[src/rtl/kalman_frame_pkg.sv]
// Shared constants, state encoding and checksum helper for the Kalman frame transmitter.
package kalman_frame_pkg;

  localparam logic [7:0] HDR0_DEF  = 8'hC1;
  localparam logic [7:0] HDR1_DEF  = 8'hC2;
  localparam int         FRAME_LEN = 12;

  localparam logic [3:0] IDX_HDR1      = 4'd1;
  localparam logic [3:0] IDX_PAY_FIRST = 4'd2;
  localparam logic [3:0] IDX_LAST      = 4'(FRAME_LEN - 1);

  typedef enum logic [1:0] {
    ST_IDLE    = 2'd0,
    ST_HDR     = 2'd1,
    ST_PAYLOAD = 2'd2,
    ST_CSUM    = 2'd3
  } state_e;

  // XOR of the nine payload bytes (x, p, seq)
  function automatic logic [7:0] frame_csum(input logic [31:0] x, input logic [31:0] p,
                                            input logic [7:0] seq);
    return x[31:24] ^ x[23:16] ^ x[15:8] ^ x[7:0] ^
           p[31:24] ^ p[23:16] ^ p[15:8] ^ p[7:0] ^ seq;
  endfunction

endpackage

[src/rtl/kalman_frame_tx.sv]
// Snapshots filter x/p on a decimated strobe and serialises a 12-byte frame on a valid/ready byte stream.
module kalman_frame_tx
  import kalman_frame_pkg::*;
#(
  parameter logic [7:0] HDR0    = HDR0_DEF,
  parameter logic [7:0] HDR1    = HDR1_DEF,
  parameter int         DECIM_W = 16
) (
  input  logic               i_clk,
  input  logic               i_rst_n,
  input  logic [31:0]        i_x,
  input  logic [31:0]        i_p,
  input  logic               i_trig,
  input  logic [DECIM_W-1:0] i_decim,
  output logic [7:0]         o_tdata,
  output logic               o_tvalid,
  input  logic               i_tready,
  output logic               o_busy,
  output logic [15:0]        o_drop_cnt
);

  state_e               state_r, state_s;
  logic [3:0]           idx_r, idx_s, nxt_idx_s;
  logic [7:0]           tdata_r, tdata_s, byte_s;
  logic                 tvalid_r, tvalid_s;
  logic [31:0]          x_sh_r, p_sh_r;
  logic [7:0]           seq_sh_r, csum_sh_r, seq_r;
  logic [DECIM_W-1:0]   dcnt_r, dec_m1_s;
  logic [15:0]          drop_r;
  logic                 sel_s, hs_s, load_s;

  // A zero decimation setting behaves as one; >= lets a shrunk setting fire on the next strobe
  assign dec_m1_s  = (i_decim == '0) ? '0 : i_decim - {{(DECIM_W-1){1'b0}}, 1'b1};
  assign sel_s     = i_trig && (dcnt_r >= dec_m1_s);
  assign hs_s      = tvalid_r && i_tready;
  assign nxt_idx_s = idx_r + 4'd1;

  // Byte to present after the current one handshakes
  always_comb begin
    byte_s = 8'h00;
    case (nxt_idx_s)
      IDX_HDR1: byte_s = HDR1;
      4'd2:     byte_s = x_sh_r[31:24];
      4'd3:     byte_s = x_sh_r[23:16];
      4'd4:     byte_s = x_sh_r[15:8];
      4'd5:     byte_s = x_sh_r[7:0];
      4'd6:     byte_s = p_sh_r[31:24];
      4'd7:     byte_s = p_sh_r[23:16];
      4'd8:     byte_s = p_sh_r[15:8];
      4'd9:     byte_s = p_sh_r[7:0];
      4'd10:    byte_s = seq_sh_r;
      4'd11:    byte_s = csum_sh_r;
      default:  byte_s = 8'h00;
    endcase
  end

  // Frame FSM next-state and registered-output next values
  always_comb begin
    state_s  = state_r;
    idx_s    = idx_r;
    tdata_s  = tdata_r;
    tvalid_s = tvalid_r;
    load_s   = 1'b0;
    case (state_r)
      ST_IDLE: begin
        if (sel_s) begin
          load_s   = 1'b1;
          state_s  = ST_HDR;
          idx_s    = 4'd0;
          tvalid_s = 1'b1;
          tdata_s  = HDR0;
        end else begin
          tvalid_s = 1'b0;
        end
      end
      ST_HDR, ST_PAYLOAD: begin
        if (hs_s) begin
          idx_s   = nxt_idx_s;
          tdata_s = byte_s;
          if (nxt_idx_s == IDX_PAY_FIRST) begin
            state_s = ST_PAYLOAD;
          end else if (nxt_idx_s == IDX_LAST) begin
            state_s = ST_CSUM;
          end else begin
            state_s = state_r;
          end
        end else begin
          state_s = state_r;
        end
      end
      ST_CSUM: begin
        if (hs_s) begin
          state_s  = ST_IDLE;
          idx_s    = 4'd0;
          tvalid_s = 1'b0;
        end else begin
          state_s = state_r;
        end
      end
      default: begin
        state_s  = ST_IDLE;
        idx_s    = 4'd0;
        tvalid_s = 1'b0;
      end
    endcase
  end

  // FSM and output registers
  always_ff @(posedge i_clk or negedge i_rst_n) begin
    if (!i_rst_n) begin
      state_r  <= ST_IDLE;
      idx_r    <= 4'd0;
      tdata_r  <= 8'h00;
      tvalid_r <= 1'b0;
    end else begin
      state_r  <= state_s;
      idx_r    <= idx_s;
      tdata_r  <= tdata_s;
      tvalid_r <= tvalid_s;
    end
  end

  // Shadow snapshot, taken only when a frame starts so later input changes cannot leak in
  always_ff @(posedge i_clk or negedge i_rst_n) begin
    if (!i_rst_n) begin
      x_sh_r    <= 32'h0000_0000;
      p_sh_r    <= 32'h0000_0000;
      seq_sh_r  <= 8'h00;
      csum_sh_r <= 8'h00;
    end else if (load_s) begin
      x_sh_r    <= i_x;
      p_sh_r    <= i_p;
      seq_sh_r  <= seq_r;
      csum_sh_r <= frame_csum(i_x, i_p, seq_r);
    end
  end

  // Decimation counter, sequence number (advances on drops too) and saturating drop count
  always_ff @(posedge i_clk or negedge i_rst_n) begin
    if (!i_rst_n) begin
      dcnt_r <= '0;
      seq_r  <= 8'h00;
      drop_r <= 16'h0000;
    end else begin
      if (i_trig) begin
        dcnt_r <= sel_s ? '0 : dcnt_r + {{(DECIM_W-1){1'b0}}, 1'b1};
      end
      if (sel_s) begin
        seq_r <= seq_r + 8'd1;
      end
      if (sel_s && (state_r != ST_IDLE) && (drop_r != 16'hFFFF)) begin
        drop_r <= drop_r + 16'd1;
      end
    end
  end

  assign o_tdata    = tdata_r;
  assign o_tvalid   = tvalid_r;
  assign o_busy     = (state_r != ST_IDLE);
  assign o_drop_cnt = drop_r;

endmodule

[config.mk]
export PLATFORM = sky130hd
export DESIGN_NAME = kalman_frame_tx
export DESIGN_NICKNAME = d
export VERILOG_FILES = /design/src/rtl/kalman_frame_pkg.sv /design/src/rtl/kalman_frame_tx.sv
export SDC_FILE = /design/constraint.sdc
export NUM_CORES = 1
export LEC_CHECK = 0
export ABC_AREA = 1
export BUFFER_PORTS_ARGS = -buffer_cell sky130_fd_sc_hd__buf_2
export CORE_MARGIN = 2
export CORE_UTILIZATION = 30
export CTS_CLUSTER_SIZE = 16
export DETAILED_ROUTE_END_ITERATION = 10
export GPL_ROUTABILITY_DRIVEN = 0
export PLACE_DENSITY_LB_ADDON = 0.05
export SYNTH_ARGS = -nofsm -noshare
export SYNTH_HDL_FRONTEND = slang
export SYNTH_SLANG_ARGS = --single-unit
[constraint.sdc]
create_clock -name i_clk -period 3.65 [get_ports i_clk]
set_input_delay 0.73 -clock i_clk [delete_from_list [all_inputs] [get_ports i_clk]]
set_output_delay 0.73 -clock i_clk [all_outputs]
set_load 0.05 [all_outputs]
* Yosys cells after proc, flatten, opt, wreduce, memory -nomap -nowiden
Index checks and enable logic that the tools add are counted.
Storage, ports and cells: input bits 84, logic and storage cells 78, output and inout port bits 26, register bits after elaboration 135
Operators by class: bitwise operators 8, add/subtract/negate cells 5, muxes and demuxes 20, equality and inequality tests 19, reductions and logical operators 14, order comparisons 1
Operators with widths (number):
- $pmux W8 S11 | 1
- $xor A8 B8 Y8 | 8
- $add A16 B1 Y16 const B | 2
- $mux W16 | 2
- $eq A4 B3 Y1 const B | 4
- $eq A4 B4 Y1 const B | 4
- $ge A16 B16 Y1 | 1
- $logic_not A16 Y1 | 1
- $mux W8 | 2
- $ne A16 B16 Y1 const B | 1
- $pmux W8 S2 | 1
- $sub A16 B1 Y16 const B | 1
- $mux W4 | 3
- $pmux W4 S3 | 1
- $mux W2 | 5
- $add A8 B1 Y8 const B | 1
- $eq A4 B2 Y1 const B | 2
- $ne A2 B2 Y1 const B | 3
- $pmux W2 S3 | 1
- $reduce_and A3 Y1 | 2
- $reduce_bool A2 Y1 | 3
- $add A4 B1 Y4 const B | 1
- $eq A2 B2 Y1 const B | 2
- $eq A4 B1 Y1 const B | 1
- 9 further kinds | 14

* Depth between registers and ports, before layout
Gate-level depths: netlist (run 1).
depth in word-level cells 8, mapped depth 22, gate-level depth less buffers 20

* Worst setup path before layout (run 1)
OpenSTA, ideal clock, no wires.
path kind input to register, start point input i_decim[0], end point register drop_r[7] (netlist: o_drop_cnt[7]), data required time 3.532 ns, setup slack 0.295 ns, stages on the path 20, arrival time 3.237 ns, library setup time 0.118 ns, buffers on the path 2, path through inv_1 -> ha_1 -> nand2_1 -> nor2_1 -> nand2_1 -> nor3_1 -> nand3_1 -> a21o_1 -> ha_1 -> nand2_2 -> nor3_4 -> nand3_2 -> nand3_2 -> nand2_2 -> buf_6 -> nor2_4 -> nand2_2 -> buf_6 -> nand2_1 -> nand2_1
Between the ends: longest elaborated chain between the ends 6, elaborated cells on any way between the ends 7, classes of those cells add/sub: 1; order compare: 1; mux: 1; reduce/logical: 4
Ends and longest elaborated chain:
- from (decl) | line kalman_frame_tx.sv:14 | input logic [DECIM_W-1:0] i_decim,
- $sub A16 B1 Y16 / $logic_not A16 Y1 (equally long branches) | line kalman_frame_tx.sv:33 | assign dec_m1_s = (i_decim == '0) ? '0 : i_decim - {{(DECIM_W-1){1'b0}}, 1'b1};
- $mux W16 (*) | line kalman_frame_tx.sv:33
- $ge A16 B16 Y1 (*) | line kalman_frame_tx.sv:34 | assign sel_s = i_trig && (dcnt_r >= dec_m1_s);
- $logic_and A1 B1 Y1 (*) | line kalman_frame_tx.sv:34
- $logic_and A1 B1 Y1 (*) (2 in a row) | line kalman_frame_tx.sv:151 | if (sel_s && (state_r != ST_IDLE) && (drop_r != 16'hFFFF)) begin
- to (signal assigned) | line kalman_frame_tx.sv:152 | drop_r <= drop_r + 16'd1;
- to (decl) | line kalman_frame_tx.sv:29 | logic [15:0] drop_r;
Every way passes the cells marked *; elsewhere a longest branch is shown, timed or not. A chain may end at the register's enable or synchronous reset.

* Final worst setup path (run 1)
start point input i_decim[0], end point register x_sh_r[6]
Between the ends: longest elaborated chain between the ends 6, elaborated cells on any way between the ends 7, classes of those cells add/sub: 1; order compare: 1; mux: 3; reduce/logical: 2
Ends and longest elaborated chain:
- $sub A16 B1 Y16 / $logic_not A16 Y1 (equally long branches) | line kalman_frame_tx.sv:33
- $mux W16 (*) | line kalman_frame_tx.sv:33
- $ge A16 B16 Y1 (*) | line kalman_frame_tx.sv:34
- $logic_and A1 B1 Y1 (*) | line kalman_frame_tx.sv:34
- $mux W1 (*) | line kalman_frame_tx.sv:66 | if (sel_s) begin
- $mux W1 (*) | line kalman_frame_tx.sv:64 | case (state_r)
- to (signal assigned) | line kalman_frame_tx.sv:131 | x_sh_r <= i_x;
- to (decl) | line kalman_frame_tx.sv:26 | logic [31:0] x_sh_r, p_sh_r;
Marks and branches as above.

==> summary.txt, run 1 <==
Outcome
  • Outcome: complete, no violations

Placement
  • Buffers added on ports: 109
  • Placed Cells: 1,597
  • Estimated wirelength of the detail-placed design: 18.5 mm
  • Placed cell areas: 9510 um2
  • DP Worst Slack: -0.103 ns

Floorplan
  • FP Rows: 61
  • I/O Pins: 110
  • Die area: 29,300 um2
  • Chip Width: 171 um
  • Core box area: 27,600 um2
  • Die H: 171 um
  • Initial Util: 0.304

Job
  • Maxcap violations: 0

Route
  • Initial DRT Pass Iterations: 5
  • Post-route ant nets: 0
  • Detailed-route via count: 7,375
  • Vias per cell: 4.52
  • Routed Wire Length: 24.8 mm
  • Drt initial violations: 474
  • Avg WL per Cell: 15.2 um
  • Drt drc: 0

Yosys
  • Largest family of logic cells by synthesized area: simple AND/OR/NAND/NOR gates
  • Mapped Cells: 1,126
  • Syn Area/Cell: 7.45 um2
  • Synth Area in Simple Gates: 0.359
  • Mux cell area share after synthesis: 0
  • Main area contributors after synthesis: dfrtp_1 (40%), nand2_1 (19%), nand3_1 (6.1%)
  • EDFF count, synth: 0
  • Compound-cell area share of the yosys netlist: 0.0395
  • Yosys top cell area share: 0.403
  • Count leader, synth: nand2_1
  • Syn. warnings: 0
  • Synth cell types: 42
  • Yosys reg bits: 135
  • Synthesized area: 8390 um2
  • Synth Net Count: 1,238
  • Commonest cells post-synth: nand2_1 (414), dfrtp_1 (135), nand3_1 (103), inv_1 (84), nor2_1 (61)
  • Most used DFF post-synth: dfrtp_1
  • Xor/xnor cell area share of the yosys netlist: 0.0906
  • Post-Synth Adder-Cell Area: 0.0418
  • Yosys top cell by area: dfrtp_1
  • Ys async rst share: 1.00
  • Sequential area share after synthesis: 0.403

Clock tree
  • CTS clk-pin slew, worst paths: 0.06 ns
  • Post_cts resized: 0
  • CTS tree: built
  • Clock Latency Late Sink: 0.42 ns
  • CTS Buf Count: 17
  • H-tree depth: 4
  • Clk sinks: 135
  • CTS Buffer Depth: 2
  • Root buffer cell: clkbuf_16

STA
  • Final hold violation count: 0
  • Final period utilization: 0.870
  • Max Freq: 315 MHz
  • Setup Skew: 0.0118 ns
  • Worst slew pin tran: 0.670 ns
  • Worst Setup Slack, final: 0.473 ns
  • Max_slew headroom: 0.552
  • Slew Limit Fails: 0
  • Endpoints failing setup: 0
  • Period minus WS final: 3.18 ns
  • Setup TNS: 0 ns
  • RSZ-0062 raised after global routing: false

Hold path
  • Hold Crit Class: input port to asynchronous set/reset pin

Setup path
  • WP data arrival: 3.53 ns
  • Crit path max fanout: 33
  • R2r setup slk: 1.14 ns
  • Cell mode on critical path: nand2_1
  • Worst setup EP type: register
  • Critical path type: input port to register
  • CP startpoint kind: input port
  • Crit-path max cell delay: 0.28 ns
  • Slowest CP cell: ha_1
  • Critical path required time: 4.00 ns
  • Worst-path cell chain: buf_2 -> inv_1 -> ha_1 -> nand2_1 -> nor2_1 -> nand2_1 -> nor3_1 -> nand3_1 -> a21o_1 -> ha_1 -> nand2_2 -> nor3_4 -> nand3_2 -> nand3_2 -> nand2_2 -> inv_2 -> buf_12 -> buf_12 -> nand3_1 -> nand2_1

Power and ir drop
  • PD cells: 688 nW/um2
  • Max IR drop VDD: 0.000332 V
  • Leak: 5.36 nW

Global route
  • Vias in the first global route: 6,898
  • Pin count of the biggest net entering global routing: 62
  • Remaining global-route overflow: 0
  • Initial antenna violation count: 1
  • First-pass GRT wire length: 39.3 mm
  • GRT Overall Usage: 0.175

Layout
  • Design area: 10,200 um2
  • Final Util: 0.368
  • Layout cells sized above 1: 0.167
  • Fin nets: 1,351
  • Area Overhead vs Synth: 21.2%
  • # fillers: 2,986
  • Register area: 3380 um2
  • Area of the multi-input gates: 4470 um2
  • Final non-filler cell total: 1,630
==> path summary, 6_finish.rpt <==
check,from,endpoint,cells after the start
setup / recovery,i_decim[0],x_sh_r[6],20
min in group i_clk,p_sh_r[23],p_sh_r[23],2
max in group asynchronous,i_rst_n,p_sh_r[27],2
setup reg to reg,idx_r[2],o_tdata[2],11
hold reg to reg,p_sh_r[23],p_sh_r[23],2
hold / removal,i_rst_n,o_drop_cnt[5],1
==> cells in the final DEF (no fill, tap or decap), types with 27 or more instances in the layout <==
master and instances:
xnor2_1 32, buf_2 108, nand2_1 414, nand4_1 53
xor2_1 51, nand3_1 103, nor2_1 61, dfrtp_1 135
o21ai_0 29, ha_1 27, inv_1 84
==> state kept, by name (all words and copies together) (netlist names) <==
signal / flops
state_r: 2
seq_sh_r: 8
o_drop_cnt: 16
dcnt_r: 16
p_sh_r: 32
x_sh_r: 32
csum_sh_r: 8
o_tvalid: 1
seq_r: 8
o_tdata: 8
idx_r: 4
==> cell type report <==
class / count / share of cell area
Antenna cell: 1 / 0.000246
Clock buffer: 19 / 0.0446
Clock inverter: 12 / 0.0172
Inverter: 86 / 0.0318
Multi-Input combinational cell: 860 / 0.440
Sequential cell: 135 / 0.332
Tap cell: 378 / 0.0465
Timing Repair Buffer: 139 / 0.0875
==> what timing repair did <==
action,4_1_cts,5_1_grt
hold buffers,0,0
buffers inserted,0,1
setup endpoints to repair,0,9
==> routing by layer <==
metal / routed length, um / vias up / track usage
li1: - / 3848 / -
met2: 10400 / 107 / 0.250
met1: 13400 / 3409 / 0.270
met3: 821 / 11 / 0.0327
met4: 196 / 0 / 0.0420
met5: 0 / - / 0
==> report_power, final <==
group          leakage, nW  internal (mW)  switching (mW)
Combinational         3.31          0.823            1.74
Clock                0.301           1.18           0.691
Sequential            1.75           2.09           0.468
==> critical path: cells and delay by family <==
family / cells / cell delay (ns)
buffers and inverters: 5 / 0.69
adders and majority gates: 2 / 0.45
and+or+nand+nor: 12 / 1.44
AOI/OAI and AO/OA: 1 / 0.19
==> through the flow <==
step | hold slack (ns) | power [mW]
6_report | 0.294 | 6.99
5_1_grt | 0.332 | 7.52
3_5_place_dp | 0.460 | 5.17
2_1_floorplan | 0.434 | 4.28
3_3_place_gp | 0.456 | 5.17
4_1_cts | 0.316 | 7.08
==> cell families (layout without fill, tap and decap cells) <==
group	count (synthesis)	count (layout)
AND/OR/NAND/NOR	686	686
flip-flops	135	135
buffers and inverters	131	256
XOR/XNOR	85	85
AO/OA/AOI/OAI	61	61
adder cells (fa/ha/maj)	28	28
other	0	1
No activity file was read; power rests on OpenSTA's default activity.
==> run 2, diff against run 1 <==
- ABC_AREA: 1 -> not set
- CORE_ASPECT_RATIO: not set -> 1.2
==> run 2 against run 1 <==
Net effect:
- the flow now finishes with violations (setup timing)
- routed wire length increased by 1.5%
- clock power increased by 3%
- critical path type unchanged
- cell area increased by 9.8%
- largest power group is now clock
==> summary.txt, run 2 <==
Outcome
  • Outcome: finished, violations left
  • Failing checks: setup timing

Yosys
  • Most used DFF post-synth: dfrtp_1
  • Compound-cell area share of the yosys netlist: 0.125
  • Largest family of logic cells by synthesized area: simple AND/OR/NAND/NOR gates
  • Count leader, synth: dfrtp_1
  • Main area contributors after synthesis: dfrtp_1 (43%), mux2_2 (11%), xnor2_1 (8.5%)
  • Synthesized area: 7900 um2
  • Xor/xnor cell area share of the yosys netlist: 0.120
  • Yosys top cell by area: dfrtp_1
  • Commonest cells post-synth: dfrtp_1 (135), mux2_2 (77), xnor2_1 (77), nand2_1 (66), nor2_1 (35)
  • Syn. warnings: 0
  • Synth Net Count: 859
  • Sequential area share after synthesis: 0.428
  • Yosys reg bits: 135
  • Yosys top cell area share: 0.428
  • Ys async rst share: 1.00
  • Synth cell types: 65
  • EDFF count, synth: 0
  • Syn Area/Cell: 10.6 um2
  • Mux cell area share after synthesis: 0.116
  • Mapped Cells: 747
  • Post-Synth Adder-Cell Area: 0.0443
  • Synth Area in Simple Gates: 0.135

Placement
  • Estimated wirelength of the detail-placed design: 17.3 mm
  • Placed cell areas: 9270 um2
  • Buffers added on ports: 109

Floorplan
  • Chip Width: 152 um
  • FP Rows: 65
  • Die H: 182 um
  • Die area: 27,700 um2
  • I/O Pins: 110
  • Initial Util: 0.303
  • Core box area: 26,100 um2

Setup path
  • Critical path required time: 3.95 ns
  • CP startpoint kind: input port
  • Worst setup EP type: register
  • WP buf/inv: 4
  • Worst-path cell chain: buf_6 -> or3_4 -> or3_4 -> or4_4 -> nor3_4 -> xor2_1 -> nand2_1 -> ha_4 -> a211oi_2 -> o21ai_2 -> o2111ai_2 -> nand2_2 -> o211ai_4 -> buf_12 -> buf_4 -> buf_16 -> mux2_2
  • Slowest CP cell: or4_4
  • WP data arrival: 4.15 ns
  • Top delay family on crit path: simple AND/OR/NAND/NOR gates
  • Worst R2R Path Depth: 9
  • Crit Reg-Reg Startpoint: idx_r[0]
  • R2r setup slk: 0.62 ns
  • Critical path type: input port to register
  • Worst flop-to-flop path endpoint: o_tdata[7]
  • Crit-path max cell delay: 0.49 ns
  • Cell mode on critical path: or3_4
  • Crit path max fanout: 18

Layout
  • Most common cell after layout, fill and taps aside: dfrtp_1
  • Diode count: 0
  • Fin nets: 1,045
  • Design area: 11,200 um2
  • Area Overhead vs Synth: 41.2%
  • # fillers: 2,534
  • Most frequent cells in the layout: dfrtp_1 (135), buf_2 (106), xnor2_1 (71), mux2_4 (59), nand2_1 (56)
  • Largest regs: p_sh_r: 32 flops, x_sh_r: 32 flops
  • Layout cells sized above 1: 0.406

STA
  • Final hold violation count: 0
  • Max Freq: 260 MHz
  • Worst Setup Slack, final: -0.196 ns
  • Max_slew headroom: 0.276
  • RSZ-0062 raised after global routing: true
  • Setup TNS: -12.18 ns
  • Worst slew pin tran: 1.07 ns
  • Slew Limit Fails: 0
  • Final period utilization: 1.05
  • Setup Skew: 0.00980 ns
  • Period minus WS final: 3.85 ns
  • Endpoints failing setup: 107

Clock tree
  • Hold buffers post-CTS: 0
  • CTS Buf Count: 17
  • CTS clk-pin slew, worst paths: 0.06 ns
  • Root buffer cell: clkbuf_16
  • H-tree depth: 4
  • Clk sinks: 135
  • CTS tree: built
  • CTS Buffer Depth: 2
  • Clock Latency Late Sink: 0.42 ns

Power and ir drop
  • Max IR drop VDD: 0.000320 V
  • PD cells: 493 nW/um2
  • Leak: 5.39 nW

Route
  • Routed Wire Length: 25.2 mm
  • Vias per cell: 5.14
  • Avg WL per Cell: 19.6 um
  • Post-route ant nets: 0
  • Drt drc: 0
  • Detailed-route via count: 6,587
  • Drt initial violations: 365
  • Initial DRT Pass Iterations: 5

Job
  • Maxcap violations: 0

Global route
  • Vias in the first global route: 7,007
  • GRT Overall Usage: 0.184
  • Pin count of the biggest net entering global routing: 64
  • Remaining global-route overflow: 0
  • Initial antenna violation count: 0
  • First-pass GRT wire length: 39.8 mm

Hold path
  • Hold Crit Class: input port to asynchronous set/reset pin
[run 2: cell types whose count changed after synthesis, sizes merged, moves of 10 or more]
cell	delta
a32oi	+16
buf	-10
inv	-67
mux2	+77
nand2	-356
nand3	-71
nand4	-32
nor2	-37
o21ai	-13
xnor2	+44
xor2	-21
[run 2: cells by family (layout without fill, tap and decap cells)]
| kind of cell | count (synthesis) | count (layout) |
|---|---|---|
| multiplexers | 82 | 82 |
| AND/OR/NAND/NOR | 215 | 215 |
| XOR/XNOR | 108 | 108 |
| flip-flops | 135 | 135 |
| buffers and inverters | 50 | 249 |
| AO/OA/AOI/OAI | 129 | 129 |
| adder cells (fa/ha/maj) | 28 | 28 |
[run 2: routing by layer]
metal,GRT usage,wire length [um]
met1,0.227,10700
met2,0.328,13000
met3,0.0317,949
met4,0.0583,505
met5,0,0
[run 2: what timing repair did]
action / CTS / global route
buffers inserted: 18 / 9
pin swaps: 28 / 29
gates resized for setup: 106 / 82
setup endpoints to repair: 119 / 132
gates cloned: 7 / 2
[run 2: report_power, final]
part | leakage [nW] | internal, mW | total, mW | switching (mW)
sequential | 1.85 | 1.60 | 1.73 | 0.136
combinational | 3.22 | 0.722 | 1.86 | 1.14
clock | 0.313 | 1.23 | 1.92 | 0.688
[run 2: worst max path at each step]
stage	from	endpoint	slack (ns)	depth (start not counted)
after detailed placement	i_decim[3]	x_sh_r[11]	-0.77	15
after global placement	i_decim[3]	p_sh_r[14]	-0.72	15
after global routing	i_decim[3]	o_drop_cnt[15]	-0.35	18
after floorplan	i_decim[3]	p_sh_r[0]	-0.42	14
after CTS	i_decim[3]	x_sh_r[17]	-0.16	17
final	i_decim[3]	x_sh_r[17]	-0.20	17
[run 2: final cells by class]
type | instances | area (um2) | area share
clock buffers | 19 | 443 | 0.0397
clock inverters | 13 | 203 | 0.0182
inverters | 19 | 71.3 | 0.00639
multi-input cells | 562 | 5000 | 0.448
flip-flops and latches | 135 | 3380 | 0.303
well taps | 335 | 419 | 0.0376
repair buffers | 198 | 1640 | 0.147
[run 2: through the flow]
stage	hold WS [ns]	instances	power [mW]	utilization	setup slack, ns
global route	0.244	1281	5.80	0.427	-0.350
finish	0.227	1281	5.51	0.427	-0.196
detailed placement	0.473	1217	3.50	0.355	-0.769
CTS	0.225	1273	5.50	0.411	-0.161
global placement	0.464	1217	3.48	0.355	-0.719
floorplan	0.434	747	2.82	-	-0.418
==> run 3, diff against run 2 <==
- ABC_AREA: not set -> 1
==> run 3 against run 2 <==
Net effect:
- the run now ends clean
- core utilization decreased by 6.7 points
- clock-buffer cell count did not move
- first-iteration DRC count decreased by 5.2%
- cell area down 10%
- global-route usage down 0.89 points
- critical path depth grew 2
- routed wire length decreased by 2.2%
- non-clock buffer count fell by 59
- die area is 6.0% higher
==> summary.txt, run 3 (synthesis gave the netlist of run 1 again) <==
Layout
  • Final non-filler cell total: 1,627
  • Layout cells sized above 1: 0.164
  • Diode count: 0
  • Most common cell after layout, fill and taps aside: nand2_1
  • Area Overhead vs Synth: 19.4%
  • Final Util: 0.361
  • Most frequent cells in the layout: nand2_1 (414), dfrtp_1 (135), buf_2 (108), nand3_1 (103), inv_1 (84)
  • Fin nets: 1,351
  • Largest regs: p_sh_r: 32 flops, x_sh_r: 32 flops

Global route
  • Initial antenna violation count: 0
  • Vias in the first global route: 7,250
  • Pin count of the biggest net entering global routing: 70
  • Remaining global-route overflow: 0
  • First-pass GRT wire length: 39.8 mm
  • GRT Overall Usage: 0.175

Setup path
  • Crit-path max cell delay: 0.47 ns
  • CP startpoint kind: input port
  • Worst setup EP type: register
  • Top delay family on crit path: simple AND/OR/NAND/NOR gates
  • WP buf/inv: 3
  • Critical path required time: 4.00 ns
  • WP data arrival: 3.64 ns
  • Critical path type: input port to register
  • Cell mode on critical path: nand2_1
  • Slowest CP cell: nor3_4
  • Worst-path cell chain: buf_2 -> inv_1 -> ha_1 -> nand2_1 -> nor2_1 -> nand2_1 -> nor3_1 -> nand3_1 -> a21o_1 -> ha_1 -> nand2_2 -> nor3_4 -> nand3_2 -> nand3_2 -> nand2_2 -> buf_12 -> nor3_4 -> nand2_1 -> nand2_1
  • Crit path max fanout: 15

Route
  • Vias per cell: 4.50
  • Routed Wire Length: 24.6 mm
  • Avg WL per Cell: 15.1 um
  • Drt initial violations: 346
  • Post-route ant nets: 0
  • Detailed-route via count: 7,327
  • Drt drc: 0
  • Initial DRT Pass Iterations: 5

Outcome
  • Outcome: complete, no violations

Floorplan
  • Core box area: 27,700 um2
  • Chip Width: 157 um
  • Initial Util: 0.302
  • Die H: 187 um
  • Die area: 29,300 um2
  • FP Rows: 67
  • I/O Pins: 110

Clock tree
  • Post-CTS setup buffers: 0
  • Post_cts resized: 0
  • CTS tree: built
  • Hold buffers post-CTS: 0
  • Clock Latency Late Sink: 0.42 ns
  • H-tree depth: 4
  • CTS Buffer Depth: 2
  • CTS clk-pin slew, worst paths: 0.06 ns
  • Clk sinks: 135
  • Root buffer cell: clkbuf_16
  • CTS Buf Count: 17

Placement
  • Estimated wirelength of the detail-placed design: 18.4 mm
  • Buffers added on ports: 109
  • Placed Cells: 1,599

STA
  • Max Freq: 304 MHz
  • Endpoints failing setup: 0
  • Setup TNS: 0 ns
  • Worst slew pin tran: 0.729 ns
  • Final period utilization: 0.901
  • Final hold violation count: 0
  • Slew Limit Fails: 0
  • Setup Skew: 0.0114 ns
  • Max_slew headroom: 0.514
  • RSZ-0062 raised after global routing: false
  • Period minus WS final: 3.29 ns

Hold path
  • Hold Crit Class: input port to asynchronous set/reset pin

Power and ir drop
  • PD cells: 669 nW/um2
  • Max IR drop VDD: 0.000277 V
  • Leak: 5.30 nW

Job
  • Maxcap violations: 0
run 3: worst paths after layout:
kind,start,to,slack [ns],cells after the start
setup / recovery,i_decim[0],o_drop_cnt[10],0.36,19
hold / removal,i_rst_n,dcnt_r[15],0.31,1
setup reg to reg,idx_r[0],o_tdata[2],1.20,10
hold reg to reg,x_sh_r[24],x_sh_r[24],0.47,2
max in group asynchronous,i_rst_n,p_sh_r[3],2.53,2
min in group i_clk,x_sh_r[24],x_sh_r[24],0.47,2
run 3: layer usage:
layer | GRT usage | wire, um | share of wire
met5 | 0 | 0 | 0
met4 | 0.0395 | 286 | 0.012
met3 | 0.0313 | 860 | 0.035
met2 | 0.273 | 11100 | 0.45
met1 | 0.253 | 12400 | 0.50
run 3: stage by stage:
step	worst slack, ns	power, mW	hold slack [ns]	area [um2]
3_3_place_gp	-0.0665	5.15	0.455	9490
3_5_place_dp	-0.105	5.16	0.458	9490
6_report	0.363	6.70	0.309	10000
5_1_grt	0.0476	7.24	0.370	10000
4_1_cts	0.332	6.80	0.366	10000
2_1_floorplan	0.295	4.28	0.434	8390
run 3: cell type report:
cell class                 instances  area, um2
tap                              379        474
clock buffer                      19        443
sequential                       135       3380
fill                            3020      17700
timing repair buffer             139        852
inverter                          86        323
multi-input combinational        860       4460
clock inverter                     9       82.6
run 3: where the power goes:
part	switching (mW)	leakage (nW)	internal (mW)
Sequential	0.467	1.75	2.09
Clock	0.663	0.256	0.936
Combinational	1.73	3.30	0.809
